[config.mk]
export PLATFORM = sky130hd
export DESIGN_NAME = vdp_super_res_writer
export DESIGN_NICKNAME = d
export VERILOG_FILES = /design/src/rtl/vdp_super_pkg.sv /design/src/rtl/vdp_wr_fifo.sv /design/src/rtl/vdp_super_res_writer.sv
export SDC_FILE = /design/constraint.sdc
export NUM_CORES = 1
export LEC_CHECK = 0
export ABC_AREA = 0
export BUFFER_PORTS_ARGS = -buffer_cell sky130_fd_sc_hd__buf_4
export CORE_MARGIN = 10
export CORE_UTILIZATION = 40
export CTS_CLUSTER_DIAMETER = 30
export DETAILED_ROUTE_END_ITERATION = 10
export GPL_ROUTABILITY_DRIVEN = 0
export PLACE_DENSITY_LB_ADDON = 0.05
export SYNTH_ARGS = -nofsm -noshare
export SYNTH_HDL_FRONTEND = slang
export SYNTH_SLANG_ARGS = --single-unit
[constraint.sdc]
create_clock -name clk -period 4.15 [get_ports clk]
set_input_delay 0 -clock clk [delete_from_list [all_inputs] [get_ports clk]]
set_output_delay 0 -clock clk [all_outputs]
set_load 0.01 [all_outputs]
[src/rtl/vdp_super_pkg.sv]
// Shared types and constants for the super-res framebuffer write path.
// Latency: n/a (types, constants and a combinational helper only).
// Backpressure: n/a.
package vdp_super_pkg;

  // Byte count of the 720x576 linear framebuffer.
  localparam int SUPER_RES_PIXELS = 414720;
  localparam int BYTE_ADDR_W      = 19;
  localparam int WORD_ADDR_W      = 17;

  // One pending VRAM write: word address, little-endian data, byte enables.
  typedef struct packed {
    logic [WORD_ADDR_W-1:0] addr;
    logic [31:0]            data;
    logic [3:0]             be;
  } vram_word_t;

  typedef enum logic {
    IDLE = 1'b0,
    REQ  = 1'b1
  } writer_state_e;

  // Replace byte lane 'lane' of 'word' with 'b'.
  function automatic logic [31:0] merge_byte(input logic [31:0] word,
                                             input logic [1:0]  lane,
                                             input logic [7:0]  b);
    logic [31:0] r;
    r = word;
    r[8*lane +: 8] = b;
    return r;
  endfunction

endpackage

[src/rtl/vdp_wr_fifo.sv]
// Synchronous FIFO of pending VRAM word writes with a synchronous clear.
// Latency: a pushed entry is visible on pop_data the cycle after the push.
// Backpressure: push is ignored when full unless a pop happens in the same cycle.
module vdp_wr_fifo
  import vdp_super_pkg::*;
#(
  parameter int DEPTH = 4
) (
  input  logic                     clk,
  input  logic                     reset_n,
  input  logic                     clear,
  input  logic                     push,
  input  vram_word_t               push_data,
  input  logic                     pop,
  output vram_word_t               pop_data,
  output logic                     full,
  output logic                     empty,
  output logic [$clog2(DEPTH):0]   level
);

  localparam int AW = $clog2(DEPTH);

  vram_word_t      mem [DEPTH];
  logic [AW-1:0]   wr_ptr;
  logic [AW-1:0]   rd_ptr;
  logic [AW:0]     count;
  logic            do_push;
  logic            do_pop;

  assign full     = (count == (AW+1)'(DEPTH));
  assign empty    = (count == '0);
  assign level    = count;
  assign do_pop   = pop && !empty;
  // A full FIFO may still accept a push when the head leaves in the same cycle.
  assign do_push  = push && (!full || do_pop);
  assign pop_data = mem[rd_ptr];

  // Storage array; no reset needed, occupancy is tracked by count.
  always_ff @(posedge clk) begin
    if (do_push) begin
      mem[wr_ptr] <= push_data;
    end
  end

  // Pointers and occupancy; DEPTH is a power of two so pointers wrap naturally.
  always_ff @(posedge clk or negedge reset_n) begin
    if (!reset_n) begin
      wr_ptr <= '0;
      rd_ptr <= '0;
      count  <= '0;
    end else if (clear) begin
      wr_ptr <= '0;
      rd_ptr <= '0;
      count  <= '0;
    end else begin
      if (do_push) wr_ptr <= wr_ptr + AW'(1);
      if (do_pop)  rd_ptr <= rd_ptr + AW'(1);
      case ({do_push, do_pop})
        2'b10:   count <= count + (AW+1)'(1);
        2'b01:   count <= count - (AW+1)'(1);
        default: count <= count;
      endcase
    end
  end

endmodule

[src/rtl/vdp_super_res_writer.sv]
// Packs CPU bytes into 32-bit VRAM words and writes them while the display scan is off the bus.
// Latency: lane-3 byte in cycle N -> FIFO entry N+1 -> vram_wr_req at the earliest in N+2.
// Backpressure: cpu_ready drops while the word FIFO is full; writes then are dropped and flag overrun.
module vdp_super_res_writer
  import vdp_super_pkg::*;
#(
  parameter int FIFO_DEPTH  = 4,
  parameter int PIXEL_LIMIT = SUPER_RES_PIXELS
) (
  input  logic                   clk,
  input  logic                   reset_n,
  input  logic                   vdp_super,
  input  logic                   super_res_drawing,
  input  logic                   cpu_addr_wr,
  input  logic [BYTE_ADDR_W-1:0] cpu_addr,
  input  logic                   cpu_data_wr,
  input  logic [7:0]             cpu_data,
  input  logic                   cpu_flush,
  output logic                   cpu_ready,
  output logic                   overrun,
  output logic                   vram_wr_req,
  output logic [WORD_ADDR_W-1:0] vram_wr_addr,
  output logic [31:0]            vram_wr_data,
  output logic [3:0]             vram_wr_be,
  input  logic                   vram_wr_ack
);

  localparam int LW = $clog2(FIFO_DEPTH) + 1;

  // Accumulator and pointer state.
  logic [BYTE_ADDR_W-1:0] ptr_q;
  logic [31:0]            acc_data_q;
  logic [3:0]             acc_be_q;
  logic                   overrun_q;

  // Combinational next values.
  logic                   wr_ok;
  logic [1:0]             lane;
  logic [3:0]             be_after;
  logic [31:0]            data_after;
  logic [BYTE_ADDR_W-1:0] ptr_inc;
  logic [BYTE_ADDR_W-1:0] ptr_next;
  logic                   word_change;
  logic                   flush_req;
  vram_word_t             push_entry;

  // FIFO and FSM.
  writer_state_e          state_q;
  writer_state_e          state_d;
  logic                   fifo_push;
  logic                   fifo_pop;
  logic                   fifo_full;
  logic                   fifo_empty;
  logic [LW-1:0]          fifo_level;
  vram_word_t             fifo_head;

  // With the FIFO full the accumulator is always empty (every push clears it),
  // so blocking data writes alone is enough to never lose a flush.
  assign cpu_ready = !fifo_full;
  assign overrun   = overrun_q;

  // Merge the incoming byte, advance/load the pointer and decide whether the word leaves.
  always_comb begin
    lane        = ptr_q[1:0];
    wr_ok       = cpu_data_wr && cpu_ready;
    be_after    = acc_be_q;
    data_after  = acc_data_q;
    if (wr_ok) begin
      be_after   = acc_be_q | (4'b0001 << lane);
      data_after = merge_byte(acc_data_q, lane, cpu_data);
    end
    ptr_inc     = (ptr_q == BYTE_ADDR_W'(PIXEL_LIMIT - 1)) ? '0 : ptr_q + BYTE_ADDR_W'(1);
    ptr_next    = ptr_q;
    if (cpu_addr_wr) begin
      ptr_next = cpu_addr;
    end else if (wr_ok) begin
      ptr_next = ptr_inc;
    end
    word_change = (ptr_next[BYTE_ADDR_W-1:2] != ptr_q[BYTE_ADDR_W-1:2]);
    flush_req   = (be_after != 4'b0000) &&
                  ((wr_ok && (lane == 2'd3)) || word_change || cpu_flush);
    push_entry  = '{addr: ptr_q[BYTE_ADDR_W-1:2], data: data_after, be: be_after};
    fifo_push   = vdp_super && flush_req;
  end

  // Pointer, accumulator and sticky overrun; vdp_super low clears everything.
  always_ff @(posedge clk or negedge reset_n) begin
    if (!reset_n) begin
      ptr_q      <= '0;
      acc_data_q <= '0;
      acc_be_q   <= '0;
      overrun_q  <= 1'b0;
    end else if (!vdp_super) begin
      ptr_q      <= '0;
      acc_data_q <= '0;
      acc_be_q   <= '0;
      overrun_q  <= 1'b0;
    end else begin
      ptr_q <= ptr_next;
      if (flush_req) begin
        acc_data_q <= '0;
        acc_be_q   <= '0;
      end else begin
        acc_data_q <= data_after;
        acc_be_q   <= be_after;
      end
      // The dropped byte is logically before the pointer load, so a load clears it.
      if (cpu_addr_wr) begin
        overrun_q <= 1'b0;
      end else if (cpu_data_wr && !cpu_ready) begin
        overrun_q <= 1'b1;
      end
    end
  end

  vdp_wr_fifo #(
    .DEPTH (FIFO_DEPTH)
  ) u_fifo (
    .clk       (clk),
    .reset_n   (reset_n),
    .clear     (!vdp_super),
    .push      (fifo_push),
    .push_data (push_entry),
    .pop       (fifo_pop),
    .pop_data  (fifo_head),
    .full      (fifo_full),
    .empty     (fifo_empty),
    .level     (fifo_level)
  );

  // Request state register; async reset drops the request immediately.
  always_ff @(posedge clk or negedge reset_n) begin
    if (!reset_n) begin
      state_q <= IDLE;
    end else begin
      state_q <= state_d;
    end
  end

  // Next-state: raise only outside the scan window, hold until ack, chain back-to-back.
  always_comb begin
    state_d  = state_q;
    fifo_pop = 1'b0;
    case (state_q)
      IDLE: begin
        if (!fifo_empty && !super_res_drawing) begin
          state_d = REQ;
        end
      end
      REQ: begin
        if (vram_wr_ack) begin
          fifo_pop = 1'b1;
          if (((fifo_level > LW'(1)) || fifo_push) && !super_res_drawing) begin
            state_d = REQ;
          end else begin
            state_d = IDLE;
          end
        end
      end
      default: state_d = IDLE;
    endcase
    if (!vdp_super) begin
      state_d  = IDLE;
      fifo_pop = 1'b0;
    end
  end

  // Present the FIFO head only while requesting; outputs idle at zero.
  always_comb begin
    vram_wr_req  = (state_q == REQ);
    vram_wr_addr = '0;
    vram_wr_data = '0;
    vram_wr_be   = '0;
    if (state_q == REQ) begin
      vram_wr_addr = fifo_head.addr;
      vram_wr_data = fifo_head.data;
      vram_wr_be   = fifo_head.be;
    end
  end

endmodule

==> flow_summary.ini, run 1 <==
[run_status]
status = finished clean

[timing]
maxSlewViolCount = 0
final.period_utilization_pct = 90.7
period_minus_slack_ns = 3.77
slew_headroom_pct = 25.9
hold_viol = 0
tightest_slew_ns = 1.10
setup_slack_ns = 0.385
max_freq_ghz = 0.266
setup_viol = 0
fin_skew_ns = 0.0165
rsz0062_at_grt = false
finalSetupTns_ns = 0

[finish]
fillers = 2509
instances_no_fill = 1424
drive_gt1_share_pct = 27.3
postLayoutCoreUtil_pct = 53.2
nets = 1033
antennaDiodeCount = 0
area_growth_pct = 31.5
final_cell_area_um2 = 15700

[synth]
yosysMostFrequentCell = edfxtp_1
synth_top_area_share_pct = 53.2
synth.distinct_cells = 53
syn-cell-area_um2 = 12000
async_reset_ff_share_pct = 23.2
synth_ff_type = edfxtp_1
syn_inst = 819
synth_commonest_cells = edfxtp_1 (212), nand2_1 (96), and2_1 (66), dfrtp_1 (64), mux4_2 (53)
yosysWarnings = 0
ys_ff_latch = 276
syn_avg_cell_area_um2 = 14.6
ys_seq_area_share_pct = 66.6
synth_edf_count = 212
synth_top_area_cell = edfxtp_1
synthTopCellsByArea = edfxtp_1 (53%), dfrtp_1 (13%), mux4_2 (10%)
synth_nets = 870

[cts]
cts_max_path_buffers = 3
htreeDepth = 2
numCtsBuffers = 60
cts_tree = yes
cts_root_buf = clkbuf_16
cts_num_sinks = 276
clk_pin_slew_ns = 0.04
cts_resized = 0
insertion_delay_ns = 0.56

[hold_path]
worstHoldStart = cpu_addr_wr
hold_depth = 3
hold_path_end = ptr_q[12]
hold_class = in2reg

[setup_path]
crit_fanout = 33
rr_endpoint = u_fifo.mem[0][41]
path_class = reg2reg
start_kind = register
worstReg2RegStart = u_fifo.level[0]
critPathRequiredTime_ns = 4.33
cp.arrival_ns = 3.95
end_kind = register
worstRegToRegCells = 10
r2r_setup_slack_ns = 0.38

[die]
die-area_um2 = 37200
core_area_um2 = 29600
initial_core_util_pct = 40.5
ios = 91
die_h_um = 193
rows = 63
die_w_um = 193

[pwr]
leakagePower_uw = 0.00611
powerDensity_nw_per_um2 = 621
ir_worst_vdd_mv = 0.427

[grt]
grt_pass1_wl_um = 46600
grt_usage_pct = 16.2
grt.overflow.total = 0
antenna_found_initial = 2
grt_pass1_vias = 8017
grt_max_degree = 65

[placed_design]
port_buffers = 90
hpwl_um = 18800
dpl.cell_count = 1267
dp_slack_ns = 0.481
dpl_cell_area_um2 = 13100

[routing]
antenna_left = 0
dr.pass1.iters = 5
wirelength_um = 29600
drt_iter0_markers = 551
vias = 7417
drc = 0
vias_per_cell = 5.21
wire_per_inst_um = 20.8

[job]
drv_cap = 0
==> final cells by class <==
cell class | instances | area [um^2] | area share, %
tap | 390 | 488 | 3.10
timing repair buffer | 146 | 1230 | 7.81
sequential | 276 | 7980 | 50.7
multi-input combinational | 479 | 3750 | 23.8
clock inverter | 51 | 676 | 4.29
clock buffer | 63 | 1540 | 9.81
inverter | 19 | 71.3 | 0.453
==> critical path, stage by stage (launching register included) <==
cell      delay, ns
dfrtp_1        0.38
inv_1          0.11
ha_1           0.31
a21boi_2       0.35
nand4_1        0.28
o311ai_0       0.47
a221oi_1       0.10
and4_4         0.22
nor3_4         0.41
and3_2         0.26
buf_4          0.48
==> per-stage QoR <==
step	hold slack, ns	power, uW
after floorplan	-0.296	4160
after global placement	0.171	4670
after detailed placement	0.177	4700
after CTS	0.00244	9890
after global routing	0.0445	10200
final	0.0257	9760
==> power breakdown <==
group	leakage, uW	total, uW	switching (uW)	internal [uW]
Sequential	0.00292	3380	123	3260
Clock	0.00108	5100	1570	3530
Combinational	0.00211	1270	702	572
Total	0.00611	9760	2390	7370
==> state kept, by name, summed over array words and instances (netlist names) <==
name and count:
u_fifo.mem 212, acc_data_q 32, ptr_q 19, acc_be_q 4, u_fifo.level 3, u_fifo.rd_ptr 2
u_fifo.wr_ptr 2, overrun 1, vram_wr_req 1
==> repair_timing <==
action                                 4_1_cts  5_1_grt
hold buffers                                43        0
endpoints found under the hold margin      122        0
setup buffers                                0        0
==> placed cells by master, fill, tap and decap left out, types with 29 or more instances in the layout <==
cell / synthesis / layout
clkbuf_16: 0 / 61
edfxtp_1: 212 / 212
and2_1: 66 / 66
dfrtp_1: 64 / 62
o21ai_0: 40 / 40
mux4_2: 53 / 53
nand2_1: 96 / 96
dlygate4sd3_1: 0 / 43
buf_4: 1 / 101
and3_1: 33 / 29
==> worst max path at each step <==
| stage | start | endpoint | slack [ns] | cells past startpoint |
|---|---|---|---|---|
| 3_3_place_gp | u_fifo.level[0] | u_fifo.mem[0][33] | 0.54 | 10 |
| 5_1_grt | u_fifo.level[0] | u_fifo.mem[0][41] | 0.11 | 10 |
| 6_report | u_fifo.level[0] | u_fifo.mem[0][41] | 0.38 | 10 |
| 3_5_place_dp | u_fifo.level[0] | u_fifo.mem[0][33] | 0.48 | 10 |
| 2_1_floorplan | u_fifo.level[0] | u_fifo.mem[0][0] | 0.10 | 10 |
| 4_1_cts | u_fifo.level[0] | u_fifo.mem[0][41] | 0.44 | 10 |
==> cell families after synthesis <==
| kind of cell | after synthesis | share of synthesized area, % |
|---|---|---|
| mux | 57 | 10.3 |
| xor+xnor | 28 | 2.05 |
| flops | 276 | 66.6 |
| fa+ha+maj | 16 | 1.67 |
| compound gates | 93 | 4.74 |
| simple gates | 285 | 12.5 |
| buf+inv | 64 | 2.13 |
==> routing by layer <==
metal  up-vias  global-route usage, %  routed length (um)
met5         -                      0                   0
met4         0                   5.21                 656
met2       213                   25.9               14100
met1      3753                   21.8               13200
li1       3401                      -                   -
met3        50                   3.31                1590
(Power assumes the default switching activity.)
==> run 2, diff against run 1 <==
--- a/config.mk
+++ b/config.mk
@@ -12,7 +12,7 @@
 export CTS_CLUSTER_DIAMETER = 30
 export DETAILED_ROUTE_END_ITERATION = 10
 export GPL_ROUTABILITY_DRIVEN = 0
-export PLACE_DENSITY_LB_ADDON = 0.05
+export PLACE_DENSITY = 0.58
 export SYNTH_ARGS = -nofsm -noshare
 export SYNTH_HDL_FRONTEND = slang
 export SYNTH_SLANG_ARGS = --single-unit
==> flow_summary.ini, run 2 (synthesis gave the netlist of run 1 again) <==
[setup_path]
path_class = reg2reg
crit_slowest_cell = o311ai_0
cp.arrival_ns = 3.92
path_cells = inv_1 > ha_1 > a21boi_2 > nand4_1 > o311ai_0 > a221oi_1 > and4_4 > nor3_4 > and3_2 > buf_4
rr_endpoint = u_fifo.mem[3][34]
r2r_setup_slack_ns = 0.42
worstRegToRegCells = 10
start_kind = register
worstReg2RegStart = u_fifo.level[0]
end_kind = register
max_stage_delay_ns = 0.49
critPathRequiredTime_ns = 4.33
crit_fanout = 29

[timing]
setup_slack_ns = 0.416
tightest_slew_ns = 0.962
maxSlewViolCount = 0
hold_viol = 0
finalSetupTns_ns = 0
rsz0062_at_grt = false
max_freq_ghz = 0.268
setup_viol = 0
final.period_utilization_pct = 90.0
fin_skew_ns = 0.0168
period_minus_slack_ns = 3.73
slew_headroom_pct = 35.0

[grt]
grt_pass1_vias = 7651
grt.overflow.total = 0
grt_pass1_wl_um = 43700
grt_max_degree = 65
grt_usage_pct = 14.9
antenna_found_initial = 0

[finish]
antennaDiodeCount = 0
area_growth_pct = 28.3
final_cell_area_um2 = 15400
largest_reg_flops = 212
final_cell_mix = edfxtp_1 (212), buf_4 (102), nand2_1 (96), and2_1 (66), dfrtp_1 (61)
nets = 1026
layout_commonest_cell = edfxtp_1
drive_gt1_share_pct = 25.6
top_regs = u_fifo.mem: 212 flops, acc_data_q: 32 flops, ptr_q: 19 flops
regMostFlops = u_fifo.mem

[hold_path]
hold_path_end = ptr_q[7]
hold_depth = 3
worstHoldStart = cpu_addr_wr
hold_class = in2reg

[die]
die_h_um = 193
core_area_um2 = 29600
rows = 63
die-area_um2 = 37200
initial_core_util_pct = 40.5
die_w_um = 193
ios = 91

[pwr]
ir_worst_vdd_mv = 0.333
leakagePower_uw = 0.00595
total_power_uw = 8940
powerDensity_nw_per_um2 = 582

[job]
drv_cap = 0

[cts]
post-cts-setup-buffer-count = 0
cts_max_path_buffers = 3
cts_tree = yes
cts_resized = 0
cts_num_sinks = 276
cts_root_buf = clkbuf_16
clk_pin_slew_ns = 0.05
numCtsBuffers = 55
insertion_delay_ns = 0.55
ctsHoldBuffers = 40
htreeDepth = 2

[routing]
wirelength_um = 27400
drt_iter0_markers = 447
wire_per_inst_um = 19.4
vias = 7178
antenna_left = 0
drc = 0
dr.pass1.iters = 5
vias_per_cell = 5.08

[placed_design]
dpl_cell_area_um2 = 13100
port_buffers = 90
dp_slack_ns = 0.483
hpwl_um = 17200

[run_status]
status = finished clean
==> run 2: final cells by class <==
type                       instances  area, um^2
clock buffer                      66        1470
sequential                       276        7970
timing repair buffer             144        1210
multi-input combinational        479        3750
clock inverter                    38         395
fill                            2531       14200
tap                              390         488
inverter                          19        71.3
==> run 2: routing by layer <==
metal,up-vias,GRT usage (%),share of wire (%)
met2,178,24.4,49
met3,47,2.86,4.5
met4,0,4.73,2.2
met1,3575,19.9,45
li1,3378,-,-
met5,-,0,0
==> run 2: worst max-delay path, delay by kind of cell, from the launching register on <==
family          cells  cell delay [ns]
flops               1             0.41
buf+inv             2             0.51
simple gates        4             1.11
fa+ha+maj           1             0.33
compound gates      3             0.98
==> run 2: metrics by stage <==
stage / util, % / hold slack, ns / std cells
after detailed placement: 44.3 / 0.171 / 1268
final: 51.9 / 0.0185 / 1412
after CTS: 51.9 / 0.00175 / 1412
after global routing: 51.9 / 0.0494 / 1412
after floorplan: - / -0.296 / 819
after global placement: 44.3 / 0.168 / 1268
==> run 2: power by group <==
group	leakage, uW	internal [uW]	switching, uW	total (uW)
Clock	0.000924	2940	1360	4310
Combinational	0.00210	577	657	1230
Sequential	0.00292	3260	133	3400
==> run 2: worst max-delay path by stage <==
| stage | startpoint | end | slack [ns] | depth (start not counted) |
|---|---|---|---|---|
| 5_1_grt | u_fifo.level[0] | u_fifo.mem[2][37] | 0.13 | 10 |
| 6_report | u_fifo.level[0] | u_fifo.mem[3][34] | 0.42 | 10 |
| 2_1_floorplan | u_fifo.level[0] | u_fifo.mem[0][0] | 0.10 | 10 |
| 3_5_place_dp | u_fifo.level[0] | u_fifo.mem[3][39] | 0.48 | 10 |
| 3_3_place_gp | u_fifo.level[0] | u_fifo.mem[3][33] | 0.56 | 10 |
| 4_1_cts | u_fifo.level[0] | u_fifo.mem[3][37] | 0.44 | 10 |
==> run 3, diff against run 2 <==
--- a/config.mk
+++ b/config.mk
@@ -13,6 +13,7 @@
 export DETAILED_ROUTE_END_ITERATION = 10
 export GPL_ROUTABILITY_DRIVEN = 0
 export PLACE_DENSITY = 0.58
+export REMOVE_ABC_BUFFERS = 1
 export SYNTH_ARGS = -nofsm -noshare
 export SYNTH_HDL_FRONTEND = slang
 export SYNTH_SLANG_ARGS = --single-unit
==> flow_summary.ini, run 3 (synthesis gave the netlist of run 1 again) <==
[run_status]
status = finished clean

[die]
core_area_um2 = 29600
die_h_um = 193
ios = 91
die-area_um2 = 37200
die_w_um = 193
initial_core_util_pct = 40.5
rows = 63

[setup_path]
critPathRequiredTime_ns = 4.37
worstRegToRegCells = 10
end_kind = register
r2r_setup_slack_ns = 0.46
cp.arrival_ns = 3.91
crit_fanout = 28
worstReg2RegStart = u_fifo.level[0]
start_kind = register
path_class = reg2reg
rr_endpoint = u_fifo.mem[0][35]

[timing]
setup_viol = 0
max_freq_ghz = 0.271
hold_viol = 0
setup_slack_ns = 0.463
finalSetupTns_ns = 0
rsz0062_at_grt = false
period_minus_slack_ns = 3.69
slew_headroom_pct = 41.5
fin_worst_hold_slack_ns = 0.0482
final.period_utilization_pct = 88.8
fin_skew_ns = 0.0182
tightest_slew_ns = 0.877
maxSlewViolCount = 0

[cts]
cts_root_buf = clkbuf_16
insertion_delay_ns = 0.53
clk_pin_slew_ns = 0.05
numCtsBuffers = 50
cts_num_sinks = 276
cts_max_path_buffers = 3
cts_tree = yes
htreeDepth = 2

[hold_path]
hold_depth = 3
hold_path_end = ptr_q[5]
worstHoldStart = cpu_addr_wr
hold_class = in2reg

[routing]
antenna_left = 0
dr.pass1.iters = 4
vias = 7166
drc = 0
wire_per_inst_um = 19.6
drt_iter0_markers = 467
wirelength_um = 27300
vias_per_cell = 5.14

[placed_design]
port_buffers = 90
dp_slack_ns = 0.413
hpwl_um = 17000

[grt]
busiest_layer = met2
use_met3_pct = 3.24
gr-usage-met1_pct = 20.2
grt_max_degree = 65
met2_usage_pct = 23.9
grt_usage_pct = 15.0
grt.overflow.total = 0
grt_pass1_wl_um = 43400
grt_pass1_vias = 7604
antenna_found_initial = 0

[job]
drv_cap = 0

[finish]
drive_gt1_share_pct = 25.0
regMostFlops = u_fifo.mem
postLayoutCoreUtil_pct = 51.2
layout_commonest_cell = edfxtp_1
antennaDiodeCount = 0
top_regs = u_fifo.mem: 212 flops, acc_data_q: 32 flops, ptr_q: 19 flops
largest_reg_flops = 212
area_growth_pct = 26.5
final_cell_mix = edfxtp_1 (212), nand2_1 (96), buf_4 (94), and2_1 (66), dfrtp_1 (62)
nets = 1016

[pwr]
leakagePower_uw = 0.00580
ir_worst_vdd_mv = 0.340
powerDensity_nw_per_um2 = 562
[run 3: cell types whose count changed in the layout (fill, tap and decap cells not counted), moves of 3 or more]
cell / change
buf_4: -8
inv_6: +3
bufinv_16: -3
buf_12: +4
clkbuf_16: -6
clkinv_1: -5
clkinvlp_4: +5
clkinv_2: -7
[run 3: what timing repair did]
action | CTS | global route
resized for setup | 0 | 0
hold buffers | 39 | 0
endpoints found under the hold margin | 125 | 0
setup buffers | 0 | 0
[run 3: critical path: stages (launching register included)]
cell and delay [ns]:
dfrtp_1 0.38, inv_1 0.11, ha_1 0.32, a21boi_2 0.42
nand4_1 0.28, o311ai_0 0.38, a221oi_1 0.10, and4_4 0.22
nor3_4 0.36, and3_2 0.52, buf_12 0.26
[run 3: report_power, final]
group	switching [uW]	internal, uW
Clock	1320	2540
Combinational	682	583
Sequential	121	3260
Total	2120	6380
[run 3: worst max-delay path by stage]
stage	start	endpoint	slack (ns)	cells after the start
after CTS	u_fifo.level[0]	u_fifo.mem[0][1]	0.41	10
final	u_fifo.level[0]	u_fifo.mem[0][35]	0.46	10
after global routing	u_fifo.level[0]	u_fifo.mem[0][1]	0.17	10
after floorplan	u_fifo.level[0]	u_fifo.mem[1][0]	0.05	9
after global placement	u_fifo.level[0]	u_fifo.mem[0][17]	0.50	10
after detailed placement	u_fifo.level[0]	u_fifo.mem[0][16]	0.41	10
[run 3: final cells by class]
cell class                      count  area, um^2
Tap cell                          390         488
Timing Repair Buffer              139        1220
Clock inverter                     32         313
Fill cell                        2503       14400
Clock buffer                       60        1330
Inverter                           19        71.3
Sequential cell                   276        7970
Multi-Input combinational cell    479        3750
[run 3: layer usage]
metal | share of wire [%] | vias up
met2 | 48 | 189
met4 | 1.7 | 0
met3 | 5.9 | 38
met5 | 0 | -
li1 | - | 3353
met1 | 45 | 3586
[run 3: stage by stage]
step / instance area, um^2 / std cells / power [uW]
final: 15100 / 1395 / 8500
after global placement: 13100 / 1264 / 4680
after detailed placement: 13100 / 1264 / 4690
after global routing: 15100 / 1395 / 8890
after CTS: 15100 / 1395 / 8620
after floorplan: 11800 / 774 / 4120
